[src/rtl/dehaze_transmittance_est_if.sv]
// Pixel stream bundle (dark channel plus syncs) between dehaze stages.
// The master drives the stream and the slave consumes it.
interface dehaze_transmittance_est_if #(
  parameter int DW = 8
) ();
  logic [DW-1:0] dark;
  logic          hsync;
  logic          vsync;
  logic          de;

  modport master (output dark, hsync, vsync, de);
  modport slave  (input  dark, hsync, vsync, de);
endinterface

[src/rtl/dehaze_transmittance_est.sv]
// DCP transmittance estimator: per-frame atmospheric light and omega,
// then t = FS - omega*dark with a floor, in a 3-cycle pipeline.
module dehaze_transmittance_est #(
  parameter int DW          = 8,
  parameter int T0          = 26,
  parameter int OMEGA_MAX   = 256,
  parameter int OMEGA_MIN   = 164,
  parameter int A_KNEE      = 160,
  parameter int SLOPE_SHIFT = 1
) (
  input  logic                  pixelclk,
  input  logic                  reset,
  dehaze_transmittance_est_if.slave  i_px,
  dehaze_transmittance_est_if.master o_px,
  input  logic                  i_freeze,
  output logic [DW-1:0]         o_dark_max,
  output logic [8:0]            o_omega,
  output logic                  o_a_valid,
  output logic [DW-1:0]         o_transmittance
);

  localparam int            WW   = DW + 10;
  localparam logic [DW-1:0] FS   = '1;
  localparam logic [DW-1:0] T0_V = DW'(T0);
  localparam logic [DW-1:0] KNEE = DW'(A_KNEE);

  typedef enum logic [1:0] {
    WAIT_VS,
    FIRST,
    RUN
  } state_t;

  state_t        state_q;
  state_t        state_d;
  logic          latch;
  logic          vsync_d;
  logic          vs_rise;
  logic [DW-1:0] acc_max;
  logic [8:0]    omega_q;
  logic [DW-1:0] a_excess;
  logic [WW-1:0] drop_w;
  logic [8:0]    omega_new;

  assign vs_rise = i_px.vsync & ~vsync_d;

  assign a_excess = (acc_max > KNEE) ? acc_max - KNEE : '0;
  assign drop_w   = WW'(a_excess >> SLOPE_SHIFT);
  assign omega_new =
    (drop_w > WW'(OMEGA_MAX - OMEGA_MIN)) ? 9'(OMEGA_MIN)
                                          : 9'(WW'(OMEGA_MAX) - drop_w);

  always_comb begin
    state_d = state_q;
    latch   = 1'b0;
    unique case (state_q)
      WAIT_VS: begin
        if (vs_rise) state_d = FIRST;
      end
      FIRST: begin
        if (vs_rise && !i_freeze) begin
          state_d = RUN;
          latch   = 1'b1;
        end
      end
      RUN: begin
        if (vs_rise && !i_freeze) latch = 1'b1;
      end
      default: state_d = WAIT_VS;
    endcase
  end

  always_ff @(posedge pixelclk) begin
    if (reset) begin
      state_q    <= WAIT_VS;
      vsync_d    <= 1'b0;
      acc_max    <= '0;
      omega_q    <= 9'(OMEGA_MAX);
      o_dark_max <= '0;
      o_omega    <= '0;
      o_a_valid  <= 1'b0;
    end else begin
      state_q <= state_d;
      vsync_d <= i_px.vsync;
      // The boundary pixel seeds the new frame, not the latched one.
      if (vs_rise)
        acc_max <= i_px.de ? i_px.dark : '0;
      else if (i_px.de && i_px.dark > acc_max)
        acc_max <= i_px.dark;
      if (latch) begin
        o_dark_max <= acc_max;
        omega_q    <= omega_new;
        o_omega    <= omega_new;
        o_a_valid  <= 1'b1;
      end
    end
  end

  logic [DW-1:0] s1_dark;
  logic          s1_hs, s1_vs, s1_de;
  logic [DW-1:0] s2_dark;
  logic [DW-1:0] s2_ph;
  logic          s2_hs, s2_vs, s2_de;
  logic [DW+8:0] prod_c;
  logic [DW-1:0] tr_c;
  logic [DW-1:0] t_c;

  assign prod_c = (DW+9)'(omega_q) * (DW+9)'(s1_dark);
  assign tr_c   = FS - s2_ph;
  assign t_c    = (tr_c < T0_V) ? T0_V : tr_c;

  always_ff @(posedge pixelclk) begin
    if (reset) begin
      s1_dark         <= '0;
      s1_hs           <= 1'b0;
      s1_vs           <= 1'b0;
      s1_de           <= 1'b0;
      s2_dark         <= '0;
      s2_ph           <= '0;
      s2_hs           <= 1'b0;
      s2_vs           <= 1'b0;
      s2_de           <= 1'b0;
      o_px.dark       <= '0;
      o_px.hsync      <= 1'b0;
      o_px.vsync      <= 1'b0;
      o_px.de         <= 1'b0;
      o_transmittance <= '0;
    end else begin
      s1_dark    <= i_px.dark;
      s1_hs      <= i_px.hsync;
      s1_vs      <= i_px.vsync;
      s1_de      <= i_px.de;
      s2_dark    <= s1_dark;
      s2_ph      <= DW'(prod_c >> 8);
      s2_hs      <= s1_hs;
      s2_vs      <= s1_vs;
      s2_de      <= s1_de;
      o_px.dark  <= s2_dark;
      o_px.hsync <= s2_hs;
      o_px.vsync <= s2_vs;
      o_px.de    <= s2_de;
      // Until A is known the stage is transparent: no haze removal.
      if (!s2_de)          o_transmittance <= '0;
      else if (!o_a_valid) o_transmittance <= FS;
      else                 o_transmittance <= t_c;
    end
  end

endmodule

[src/flat_wrapper.sv]
// flat-port wrapper written by rule: the top's interface ports become plain ports
module dehaze_transmittance_est_flat 
#(
  parameter int DW          = 8,
  parameter int T0          = 26,
  parameter int OMEGA_MAX   = 256,
  parameter int OMEGA_MIN   = 164,
  parameter int A_KNEE      = 160,
  parameter int SLOPE_SHIFT = 1
)
  (pixelclk, reset, i_freeze, o_dark_max, o_omega, o_a_valid, o_transmittance, i_px_dark, i_px_hsync, i_px_vsync, i_px_de, o_px_dark, o_px_hsync, o_px_vsync, o_px_de);
  dehaze_transmittance_est_if #(.DW(DW)) i_px_i ();
  dehaze_transmittance_est_if #(.DW(DW)) o_px_i ();
  input  logic pixelclk;
  input  logic reset;
  input  logic i_freeze;
  output logic [DW-1:0] o_dark_max;
  output logic [8:0] o_omega;
  output logic o_a_valid;
  output logic [DW-1:0] o_transmittance;
  input wire logic [$bits(i_px_i.dark)-1:0] i_px_dark;
  input wire logic [$bits(i_px_i.hsync)-1:0] i_px_hsync;
  input wire logic [$bits(i_px_i.vsync)-1:0] i_px_vsync;
  input wire logic [$bits(i_px_i.de)-1:0] i_px_de;
  output wire logic [$bits(o_px_i.dark)-1:0] o_px_dark;
  output wire logic [$bits(o_px_i.hsync)-1:0] o_px_hsync;
  output wire logic [$bits(o_px_i.vsync)-1:0] o_px_vsync;
  output wire logic [$bits(o_px_i.de)-1:0] o_px_de;
  assign i_px_i.dark = i_px_dark;
  assign i_px_i.hsync = i_px_hsync;
  assign i_px_i.vsync = i_px_vsync;
  assign i_px_i.de = i_px_de;
  assign o_px_dark = o_px_i.dark;
  assign o_px_hsync = o_px_i.hsync;
  assign o_px_vsync = o_px_i.vsync;
  assign o_px_de = o_px_i.de;
  dehaze_transmittance_est #(.DW(DW), .T0(T0), .OMEGA_MAX(OMEGA_MAX), .OMEGA_MIN(OMEGA_MIN), .A_KNEE(A_KNEE), .SLOPE_SHIFT(SLOPE_SHIFT)) u_core (.pixelclk(pixelclk), .reset(reset), .i_px(i_px_i), .o_px(o_px_i), .i_freeze(i_freeze), .o_dark_max(o_dark_max), .o_omega(o_omega), .o_a_valid(o_a_valid), .o_transmittance(o_transmittance));
endmodule
[config.mk]
export PLATFORM = sky130hd
export DESIGN_NAME = dehaze_transmittance_est_flat
export DESIGN_NICKNAME = d
export VERILOG_FILES = /design/src/rtl/dehaze_transmittance_est_if.sv /design/src/rtl/dehaze_transmittance_est.sv /design/src/flat_wrapper.sv
export SDC_FILE = /design/constraint.sdc
export NUM_CORES = 1
export LEC_CHECK = 0
export ABC_AREA = 1
export CORE_ASPECT_RATIO = 1.75
export CORE_MARGIN = 3
export CORE_UTILIZATION = 30
export DETAILED_ROUTE_END_ITERATION = 6
export GPL_TIMING_DRIVEN = 0
export MAX_ROUTING_LAYER = met4
export REMOVE_ABC_BUFFERS = 1
export SETUP_SLACK_MARGIN = 0.1
export SLEW_MARGIN = 40
export SYNTH_ARGS = -nofsm -noshare
export SYNTH_HDL_FRONTEND = slang
export SYNTH_SLANG_ARGS = --single-unit
[constraint.sdc]
create_clock -name pixelclk -period 4.7 [get_ports pixelclk]
set_input_delay 0.94 -clock pixelclk [delete_from_list [all_inputs] [get_ports pixelclk]]
set_output_delay 0.94 -clock pixelclk [all_outputs]
set_load 0.02 [all_outputs]
==> impl_metrics.py <==
metrics = {
    "status": {
        "status": "completed",
    },
    "placed_design": {
        "gp_congestion": 0.853,
        "port_buffers": 50,
        "hpwlAfterDp_um": 9520,
        "place_ws_ns": 0.472,
    },
    "yosys": {
        "synth_area_um2": 5500,
        "ys_ff_latch": 78,
        "synth_seq_area_share_pct": 28.4,
        "postSynth.asyncResetShare_pct": 0,
        "yosysMostFrequentCell": "inv_1",
        "synthSimpleGateAreaFrac_pct": 19.8,
        "syn_area_per_cell_um2": 7.43,
        "synth_warnings": 0,
        "synth-edff-count": 0,
        "synth_adder_area_share_pct": 25.0,
        "synth_top_area_cell": "dfxtp_1",
        "synth_top_area_share_pct": 28.4,
        "ys_top_cells_by_area": "dfxtp_1 (28%), fa_1 (15%), inv_1 (12%)",
        "synth_top_family_by_area": "adder cells",
        "synth-compound-area-share_pct": 9.90,
        "synth_flop_cell": "dfxtp_1",
        "synthCells": 740,
        "yosys-top-cells-count": "inv_1 (178), nand2_1 (139), dfxtp_1 (78)",
        "synth_cell_type_count": 38,
        "synth_xor_area_share_pct": 0.797,
        "synthMuxAreaShare_pct": 0,
    },
    "power": {
        "ir_drop_uv": 164,
        "p_int_mw": 1.30,
        "combPwrFrac_pct": 22.5,
        "powerDensity_nw_per_um2": 298,
        "clkPwrFrac_pct": 36.4,
        "p_leak_nw": 3.44,
        "seq_power_share_pct": 41.1,
        "switching_power_mw": 0.607,
        "p_sw_share_pct": 31.8,
    },
    "timing": {
        "setup_viol": 0,
        "fin_tns_setup_ns": 0,
        "slew_headroom_pct": 49.1,
        "fmax_ghz": 0.235,
        "finalHoldViolations": 0,
        "rsz0062_at_grt": "no",
        "slew_viol_final": 0,
        "finalCritPeriodShare_pct": 90.7,
        "fin_worst_skew_ns": 0.00715,
        "tightestPinTransition_ns": 0.762,
        "layout_setup_ws_ns": 0.438,
        "fin_crit_ns": 4.26,
    },
    "final_layout": {
        "drive_gt1_share_pct": 5.58,
        "multi_input_area_um2": 3050,
        "n_fill_cell": 1846,
        "diodes": 0,
        "nNetsFinal": 865,
        "post-route-util_pct": 36.3,
        "synthToLayoutAreaGrowth_pct": 16.8,
        "regArea_um2": 1560,
    },
    "detailed_routing": {
        "via_count": 4396,
        "wl_um": 12000,
        "ant_nets": 0,
        "drc": 0,
        "dr.pass1.iters": 4,
        "drt_iter0_markers": 211,
        "wire_per_inst_um": 12.0,
        "routed_via_density": 4.39,
    },
    "global_routing": {
        "grt_start_max_net_pins": 28,
        "grtUsageTotal_pct": 13.4,
        "antenna_found_initial": 0,
        "overflow": 0,
        "grt_pass1_wl_um": 20900,
        "grt_pass1_vias": 4421,
    },
    "setup_path": {
        "end_kind": "register",
        "cp-startpoint": "u_core.omega_q[4]",
        "critical_path_arrival_ns": 4.50,
        "cp_data_required_time_ns": 4.93,
        "cp-start-kind": "register",
        "rr_startpoint": "u_core.omega_q[4]",
        "crit_type": "reg -> reg",
        "cp_max_fo": 10,
    },
    "hold_path": {
        "hold_path.class": "reg -> reg",
        "hold_start": "u_core.s2_dark[1]",
    },
    "run": {
        "max_cap_viol_count": 0,
    },
    "clocking": {
        "post_cts_buffers": 0,
        "cts_buffer_depth": 2,
        "clk_pin_slew_ns": 0.06,
        "clk_latency_ns": 0.34,
        "postCtsResizedCells": 0,
        "cts_tree": "done",
        "cts_buffers": 9,
        "ctsHoldBuffers": 0,
        "h-tree-depth": 3,
        "cts_sinks": 78,
        "cts_root_buf": "clkbuf_16",
    },
    "floorplan": {
        "dieArea_um2": 20000,
        "row_count": 64,
        "die_y_um": 185,
        "ios": 51,
        "core-area_um2": 17700,
        "start_util_pct": 31.1,
        "die-width_um": 108,
    },
}
power by group through the flow:
| stage | clock network (mW) | logic [mW] | registers, mW |
|---|---|---|---|
| 6_report | 0.696 | 0.430 | 0.784 |
| 3_3_place_gp | 0 | 0.425 | 0.798 |
| 5_1_grt | 0.739 | 0.498 | 0.793 |
| 2_1_floorplan | 0 | 0.268 | 0.804 |
| 3_5_place_dp | 0 | 0.434 | 0.799 |
| 4_1_cts | 0.717 | 0.437 | 0.785 |
kinds of logic after synthesis:
| kind of cell | count (synthesis) |
|---|---|
| buf+inv | 222 |
| fa+ha+maj | 86 |
| xor+xnor | 5 |
| flops | 78 |
| simple gates | 257 |
| compound gates | 92 |
cells in the final DEF, fill, tap and decap left out, types with 2 or more instances in the layout:
master,n
clkbuf_16,9
nor2_1,70
nand4_1,4
xor2_1,2
o21ai_2,2
nand2_2,4
nor2_4,3
nand3b_1,2
xnor2_1,3
a21oi_1,47
a31oi_1,6
nand3_1,23
inv_2,7
dfxtp_1,78
nor3_1,7
o21ai_0,19
inv_1,178
fa_1,40
ha_1,46
o21a_1,2
inv_6,2
nand2_4,2
nand2_1,139
clkdlybuf4s50_1,49
a21oi_2,2
o21bai_1,5
flip-flops by register name (all words and copies together) (netlist names), 2 cells and up:
register	flops
u_core.acc_max	8
u_core.o_dark_max	8
u_core.o_px.dark	8
u_core.o_transmittance	8
u_core.omega_q	9
u_core.s1_dark	8
u_core.s2_dark	8
u_core.s2_ph	8
u_core.state_q	2
final timing paths:
| path | endpoint | slack, ns | cells past startpoint |
|---|---|---|---|
| setup / recovery | u_core.s2_ph[7] | 0.44 | 17 |
| hold / removal | u_core.o_px.dark[1] | 0.40 | 2 |
| setup reg to reg | u_core.s2_ph[7] | 0.44 | 17 |
| hold reg to reg | u_core.o_px.dark[1] | 0.40 | 2 |
critical path: stages, from the launching register on:
cell and delay [ns]:
dfxtp_1 0.62, nand2_1 0.09, inv_1 0.09, fa_1 0.44
fa_1 0.51, fa_1 0.55, inv_1 0.05, fa_1 0.52
inv_1 0.04, ha_1 0.38, nand2_1 0.11, nand2_1 0.07
a31oi_1 0.25, nor2_1 0.08, nor2_1 0.15, nand3_1 0.09
nand2_1 0.06, nor2_1 0.05
layer usage:
| layer | global-route usage (%) | wire [um] | up-vias |
|---|---|---|---|
| met3 | 2.02 | 375 | 33 |
| met2 | 24.7 | 6590 | 94 |
| met5 | - | 0 | - |
| met4 | 5.21 | 306 | 0 |
| met1 | 14.3 | 4730 | 2018 |
| li1 | - | - | 2251 |
metrics by stage:
stage / area [um^2] / cells / total power [mW] / hold slack, ns
3_5_place_dp: 6120 / 985 / 1.23 / 0.394
5_1_grt: 6420 / 1001 / 2.03 / 0.413
3_3_place_gp: 6100 / 984 / 1.22 / 0.389
4_1_cts: 6420 / 1001 / 1.94 / 0.403
6_report: 6420 / 1001 / 1.91 / 0.402
2_1_floorplan: 5310 / 703 / 1.07 / 0.388
layout make-up:
cell class | count | area share, %
Clock buffer | 10 | 3.57
Clock inverter | 6 | 1.07
Inverter | 185 | 10.8
Multi-Input combinational cell | 440 | 47.6
Sequential cell | 78 | 24.3
Tap cell | 231 | 4.50
Timing Repair Buffer | 51 | 8.15
No activity file was read; power rests on OpenSTA's default activity.
